===== config.mk =====
export PLATFORM = sky130hd
export DESIGN_NAME = rotate_tile_sched
export DESIGN_NICKNAME = d
export VERILOG_FILES = /design/src/rtl/rotate_pkg.sv /design/src/rtl/rotate_tile_map.sv /design/src/rtl/rotate_tile_sched.sv
export SDC_FILE = /design/constraint.sdc
export NUM_CORES = 1
export LEC_CHECK = 0
export ABC_CLOCK_PERIOD_IN_PS = 2920
export CAP_MARGIN = 5
export CORE_MARGIN = 3
export CORE_UTILIZATION = 47
export DETAILED_ROUTE_END_ITERATION = 6
export PLACE_DENSITY = 0.81
export SLEW_MARGIN = 5
export SYNTH_ARGS = -nofsm -noshare
export SYNTH_HDL_FRONTEND = slang
export SYNTH_SLANG_ARGS = --single-unit

===== constraint.sdc =====
create_clock -name I_TS_HCLK -period 2.92 [get_ports I_TS_HCLK]
set_input_delay 0.584 -clock I_TS_HCLK [delete_from_list [all_inputs] [get_ports I_TS_HCLK]]
set_output_delay 0.584 -clock I_TS_HCLK [all_outputs]
set_load 0.01 [all_outputs]

===== src/rtl/rotate_pkg.sv =====
// Shared types and constants for the rotation engine tile scheduler.
package rotate_pkg;

  localparam int P_TILE      = 8;
  localparam int P_TILE_LOG2 = 3;
  localparam int P_COORD_W   = 13;

  localparam logic [1:0] P_DEG_0   = 2'd0;
  localparam logic [1:0] P_DEG_90  = 2'd1;
  localparam logic [1:0] P_DEG_180 = 2'd2;
  localparam logic [1:0] P_DEG_270 = 2'd3;

  typedef logic [P_COORD_W-1:0] coord_t;

  typedef enum logic [2:0] {
    S_IDLE,
    S_RD_REQ,
    S_RD_WAIT,
    S_WR_REQ,
    S_WR_WAIT,
    S_NEXT,
    S_DONE
  } state_t;

endpackage


===== src/rtl/rotate_tile_map.sv =====
// Source tile to destination tile mapping for a clockwise quarter-turn count.
module rotate_tile_map
  import rotate_pkg::*;
(
  input  coord_t     tx,
  input  coord_t     ty,
  input  coord_t     ntx_m1,
  input  coord_t     nty_m1,
  input  logic [1:0] k,
  output coord_t     dst_tx,
  output coord_t     dst_ty
);

  always_comb begin
    dst_tx = tx;
    dst_ty = ty;
    unique case (k)
      P_DEG_0: begin
        dst_tx = tx;
        dst_ty = ty;
      end
      P_DEG_90: begin
        dst_tx = nty_m1 - ty;
        dst_ty = tx;
      end
      P_DEG_180: begin
        dst_tx = ntx_m1 - tx;
        dst_ty = nty_m1 - ty;
      end
      P_DEG_270: begin
        dst_tx = ty;
        dst_ty = ntx_m1 - tx;
      end
    endcase
  end

endmodule


===== src/rtl/rotate_tile_sched.sv =====
// Tile scheduler: walks 8x8 tiles, issues DMA read/write bursts per tile.
// Optional busy-cycle counter built when ROTATE_TS_PERF_EN is defined.
module rotate_tile_sched
  import rotate_pkg::*;
#(
  parameter int P_DIM_W = 16
) (
  input  logic               I_TS_HCLK,
  input  logic               I_TS_HRESET_N,
  input  logic               I_TS_START,
  input  logic               I_TS_STOP,
  input  logic [P_DIM_W-1:0] I_TS_WIDTH,
  input  logic [P_DIM_W-1:0] I_TS_HEIGHT,
  input  logic [1:0]         I_TS_DEGREES,
  input  logic               I_TS_DIRECTION,
  input  logic               I_TS_ACK,
  input  logic               I_TS_XFER_DONE,
  output logic               O_TS_RD_REQ,
  output logic               O_TS_WR_REQ,
  output logic [12:0]        O_TS_SRC_TX,
  output logic [12:0]        O_TS_SRC_TY,
  output logic [12:0]        O_TS_DST_TX,
  output logic [12:0]        O_TS_DST_TY,
  output logic [3:0]         O_TS_VALID_W,
  output logic [3:0]         O_TS_VALID_H,
  output logic               O_TS_BUSY,
  output logic               O_TS_DONE,
  output logic               O_TS_ABORTED,
  output logic [31:0]        O_TS_CYCLES
);

  state_t     state;
  coord_t     tx;
  coord_t     ty;
  coord_t     ntx_m1;
  coord_t     nty_m1;
  logic [1:0] k;
  logic [2:0] w_rem;
  logic [2:0] h_rem;
  logic       stop_pend;
  logic       rd_req;
  logic       wr_req;
  logic       busy;
  logic       done;
  logic       aborted;

  logic [P_DIM_W:0] ntx_full;
  logic [P_DIM_W:0] nty_full;
  logic             dim_zero;
  logic [1:0]       k_in;
  logic             last_tx;
  logic             last_ty;

  assign ntx_full = ({1'b0, I_TS_WIDTH} + (P_DIM_W+1)'(P_TILE - 1))
                    >> P_TILE_LOG2;
  assign nty_full = ({1'b0, I_TS_HEIGHT} + (P_DIM_W+1)'(P_TILE - 1))
                    >> P_TILE_LOG2;
  assign dim_zero = (I_TS_WIDTH == '0) || (I_TS_HEIGHT == '0);
  assign k_in     = I_TS_DIRECTION ? 2'd0 - I_TS_DEGREES : I_TS_DEGREES;
  assign last_tx  = (tx == ntx_m1);
  assign last_ty  = (ty == nty_m1);

  always_ff @(posedge I_TS_HCLK or negedge I_TS_HRESET_N) begin
    if (!I_TS_HRESET_N) begin
      state     <= S_IDLE;
      tx        <= '0;
      ty        <= '0;
      ntx_m1    <= '0;
      nty_m1    <= '0;
      k         <= '0;
      w_rem     <= '0;
      h_rem     <= '0;
      stop_pend <= 1'b0;
      rd_req    <= 1'b0;
      wr_req    <= 1'b0;
      busy      <= 1'b0;
      done      <= 1'b0;
      aborted   <= 1'b0;
    end else begin
      done    <= 1'b0;
      aborted <= 1'b0;
      case (state)
        S_IDLE: begin
          if (I_TS_START) begin
            tx        <= '0;
            ty        <= '0;
            ntx_m1    <= coord_t'(ntx_full - (P_DIM_W+1)'(1));
            nty_m1    <= coord_t'(nty_full - (P_DIM_W+1)'(1));
            k         <= k_in;
            w_rem     <= I_TS_WIDTH[P_TILE_LOG2-1:0];
            h_rem     <= I_TS_HEIGHT[P_TILE_LOG2-1:0];
            stop_pend <= 1'b0;
            busy      <= 1'b1;
            if (dim_zero) begin
              state <= S_DONE;
              done  <= 1'b1;
            end else begin
              state  <= S_RD_REQ;
              rd_req <= 1'b1;
            end
          end
        end
        S_RD_REQ: begin
          if (I_TS_STOP) begin
            rd_req  <= 1'b0;
            busy    <= 1'b0;
            aborted <= 1'b1;
            state   <= S_IDLE;
          end else if (I_TS_ACK) begin
            rd_req <= 1'b0;
            state  <= S_RD_WAIT;
          end
        end
        S_RD_WAIT: begin
          // A stop seen mid-burst is remembered until the burst drains
          if (I_TS_XFER_DONE) begin
            if (I_TS_STOP || stop_pend) begin
              busy    <= 1'b0;
              aborted <= 1'b1;
              state   <= S_IDLE;
            end else begin
              wr_req <= 1'b1;
              state  <= S_WR_REQ;
            end
          end else if (I_TS_STOP) begin
            stop_pend <= 1'b1;
          end
        end
        S_WR_REQ: begin
          if (I_TS_STOP) begin
            wr_req  <= 1'b0;
            busy    <= 1'b0;
            aborted <= 1'b1;
            state   <= S_IDLE;
          end else if (I_TS_ACK) begin
            wr_req <= 1'b0;
            state  <= S_WR_WAIT;
          end
        end
        S_WR_WAIT: begin
          if (I_TS_XFER_DONE) begin
            if (I_TS_STOP || stop_pend) begin
              busy    <= 1'b0;
              aborted <= 1'b1;
              state   <= S_IDLE;
            end else begin
              state <= S_NEXT;
            end
          end else if (I_TS_STOP) begin
            stop_pend <= 1'b1;
          end
        end
        S_NEXT: begin
          if (I_TS_STOP) begin
            busy    <= 1'b0;
            aborted <= 1'b1;
            state   <= S_IDLE;
          end else if (last_tx && last_ty) begin
            done  <= 1'b1;
            state <= S_DONE;
          end else begin
            if (last_tx) begin
              tx <= '0;
              ty <= ty + coord_t'(1);
            end else begin
              tx <= tx + coord_t'(1);
            end
            rd_req <= 1'b1;
            state  <= S_RD_REQ;
          end
        end
        S_DONE: begin
          busy  <= 1'b0;
          state <= S_IDLE;
        end
        default: begin
          rd_req <= 1'b0;
          wr_req <= 1'b0;
          busy   <= 1'b0;
          state  <= S_IDLE;
        end
      endcase
    end
  end

  rotate_tile_map u_map (
    .tx     (tx),
    .ty     (ty),
    .ntx_m1 (ntx_m1),
    .nty_m1 (nty_m1),
    .k      (k),
    .dst_tx (O_TS_DST_TX),
    .dst_ty (O_TS_DST_TY)
  );

  assign O_TS_RD_REQ  = rd_req;
  assign O_TS_WR_REQ  = wr_req;
  assign O_TS_SRC_TX  = tx;
  assign O_TS_SRC_TY  = ty;
  assign O_TS_BUSY    = busy;
  assign O_TS_DONE    = done;
  assign O_TS_ABORTED = aborted;
  assign O_TS_VALID_W = (last_tx && w_rem != '0) ? {1'b0, w_rem}
                                                : 4'(P_TILE);
  assign O_TS_VALID_H = (last_ty && h_rem != '0) ? {1'b0, h_rem}
                                                : 4'(P_TILE);

`ifdef ROTATE_TS_PERF_EN
  logic [31:0] cycles;

  always_ff @(posedge I_TS_HCLK or negedge I_TS_HRESET_N) begin
    if (!I_TS_HRESET_N) begin
      cycles <= '0;
    end else if (state == S_IDLE && I_TS_START) begin
      cycles <= '0;
    end else if (busy && cycles != '1) begin
      cycles <= cycles + 32'd1;
    end
  end

  assign O_TS_CYCLES = cycles;
`else
  assign O_TS_CYCLES = '0;
`endif

endmodule


==> reports/summary.txt <==
Status - finished with violations
Failing checks - setup timing
Num CTS Buffers - 9
CP Launch Type - register
Max stage delay on crit path - 0.45 ns
First-pass detailed-route iteration total - 6
Power per standard cell area - 1020 mW/mm^2
Vias - 6714
Slew headroom - 54.7%
Mean Syn Cell Area - 8.38 sq um
CP Class - reg -> out
CP required - 2.34 ns
Post-Route WL - 22400 microns
Total power - 9170 uW
R2R cell count - 9
Total gr overflow - 0
VDD IR max - 0.481 mV
Number of synthesized flops with an enable pin - 0
Post-synth ARST share - 100%
Critical Path AT - 2.88 ns
Final nets - 1010
Clk buf depth - 2
Area Overhead vs Synth - 50.5%
GRT Resource Usage Total - 28.4%
CP endpoint kind - output pin
Antenna cells - 0
Clock sinks - 69
Ys Warns - 0
RSZ-0062 raised after global routing - yes
Clk pin slew, worst setup/hold paths - 0.06 ns
Multi-input logic area - 0.00441 sq mm
Synth Flop Type - dfrtp_1
Critical Path Fanout Max - 2
Most common cell in the netlist - nand2_1
Most used cell, CP - inv_2
Reg2reg setup slack - -0.03 ns
Layout Skew - 0.00740 ns
Hpwl dp - 14200 microns
Top post-synthesis cells by area - dfrtp_1 (29%), xnor2_1 (6.3%), ha_1 (5.9%), nand2_1 (5.5%), mux4_2 (5.3%)
Util after Layout - 73.4%
Period utilization - 119%
Worst-Skew Late Latency - 0.34 ns
Routed Antenna Nets - 0
FP Rows - 40
Cell area after synthesis - 0.00596 sq mm
Static leakage - 0.00389 uW
Setup TNS - -7.17 ns
Fmax achieved - 289 MHz
Initial DRC Count - 922
Layout filler cell count - 845
Post-synthesis cell count - 711
First-pass GRT wire length - 32100 microns
Clock root buffer - clkbuf_16
Slowest-stage cell, CP - mux4_2
HP Class - in -> async
Netlist cell types - 69
Fin. max-slew vios - 0
Vias in the first global route - 6278
Initial antenna violation count - 0
Commonest cells in the netlist - nand2_1 (88), dfrtp_1 (69), nor2_1 (59)
Cell Chain, Critical Path - inv_2, ha_4, inv_2, fa_2, a21o_1, a21oi_2, o221ai_2, a21boi_2, xnor2_2, mux4_2, o21a_1, buf_2
Reg-to-Reg Start - nty_m1[8]
Chip Height - 119 microns
Drt drc - 0
Routed wire per std cell - 20.1 microns
H-tree depth - 3
FF-to-FF End - O_TS_SRC_TX[0]
Share of the synthesized area in the top cell type - 29.0%
# setup viols final - 27
Via/cell ratio - 6.04
DIE AREA - 0.0141 sq mm
Synthesized flop and latch total - 69
CTS tree - yes
Final setup margin - -0.543 ns
Largest net degree at the start of global routing - 59
Area leader, netlist - dfrtp_1
Proportion of layout cells with a drive suffix above 1 - 32.5%
Top Ports - 138
Slew of the pin with the lowest slew margin - 0.680 ns
Starting density of the core - 48.8%
Max cap viols - 0
Chip width - 119 microns
Register area - 0.00173 sq mm
Post-synthesis sequential area ratio - 29.0%
Gpl congestion - 0.997
Final Hold Violating Endpoints - 0
Final min period - 3.46 ns
Core area - 0.0122 sq mm
Port Buffers - 105
## layout make-up
cell class                      count  area share (%)
Inverter                           38            1.62
Sequential cell                    69            19.3
Clock inverter                      5           0.921
Clock buffer                       11            2.71
Timing Repair Buffer              250            23.8
Multi-Input combinational cell    571            49.3
Tap cell                          168            2.35
## report_power, final
group / internal, uW / switching (uW)
logic: 3110 / 3250
clock network: 774 / 430
registers: 1240 / 364
total: 5120 / 4040
## cell usage in the layout (no fill, tap or decap), types with 5 or more instances in the layout
master,synthesis,routed
xnor2_1,43,33
nor2b_1,9,7
buf_4,34,132
a21oi_1,27,18
xnor2_2,0,9
nand2b_1,6,5
buf_2,8,15
or3_1,9,7
o21ai_0,43,40
clkdlybuf4s50_1,0,71
nor2_1,59,56
a21o_1,9,9
nand2_1,88,87
o21ai_1,10,10
mux4_2,14,14
buf_6,0,20
nor3_1,11,10
conb_1,1,32
ha_4,0,16
and2_1,8,7
a211oi_1,11,9
nor4_1,11,11
a31oi_1,8,7
o21a_1,7,7
and3_1,9,8
inv_2,0,10
clkbuf_16,0,9
xor2_1,25,22
ha_1,28,11
inv_1,38,27
dfrtp_1,69,65
a21oi_2,1,9
nand4_1,13,13
nand3_1,20,17
## repair_timing
action | CTS | global route
resized for setup | 160 | 87
endpoints found under the setup margin | 32 | 30
buffers inserted | 11 | 15
pin swaps | 28 | 41
hold buffers | 0 | 0
## worst max path at each step
stage                         startpoint              end
after floorplan           O_TS_SRC_TY[0]  O_TS_DST_TX[10]
after global placement         nty_m1[0]  O_TS_DST_TX[10]
after detailed placement       nty_m1[0]  O_TS_DST_TX[10]
after CTS                      nty_m1[0]  O_TS_DST_TX[10]
after global routing           nty_m1[0]  O_TS_DST_TX[10]
final                          nty_m1[0]  O_TS_DST_TX[10]
## cell families (layout without fill, tap and decap cells)
family,count (synthesis),after routing,share of synthesized area [%]
AO/OA/AOI/OAI,161,161,18.2
XOR/XNOR,68,68,10.0
adder cells (fa/ha/maj),30,30,6.55
buffers and inverters,102,304,8.74
flip-flops,69,69,29.0
multiplexers,17,17,5.82
other,1,32,0.0630
AND/OR/NAND/NOR,263,263,21.7
## state kept, by name, indices dropped and copies added (netlist names)
name / flops
O_TS_WR_REQ: 1
O_TS_BUSY: 1
w_rem: 3
O_TS_SRC_TY: 13
nty_m1: 13
state: 3
O_TS_DONE: 1
k: 2
O_TS_ABORTED: 1
O_TS_SRC_TX: 13
O_TS_RD_REQ: 1
ntx_m1: 13
stop_pend: 1
h_rem: 3
## metrics by stage
step,setup WS (ns),std cells,area (sq um),hold slack [ns]
after floorplan,0.00156,742,6080,0.288
after global placement,-0.460,1073,7910,0.475
after global routing,-0.630,1112,8960,0.325
after CTS,-0.499,1100,8540,0.295
final,-0.543,1112,8960,0.276
after detailed placement,-0.502,1073,7910,0.480
## critical path, delay by kind of cell, from the launching register on
kind / cells / cell delay (ns)
multiplexers: 1 / 0.45
AO/OA/AOI/OAI: 5 / 0.89
buffers and inverters: 3 / 0.24
flip-flops: 1 / 0.37
XOR/XNOR: 1 / 0.08
adder cells (fa/ha/maj): 2 / 0.49
## per-layer routing
metal / wire (microns) / global-route usage, %
met1: 7930 / 34.6
met2: 10400 / 46.4
met3: 2290 / 6.65
met4: 1740 / 15.5
met5: 0 / 0
Note: power is estimated with default switching activity, not from simulation.
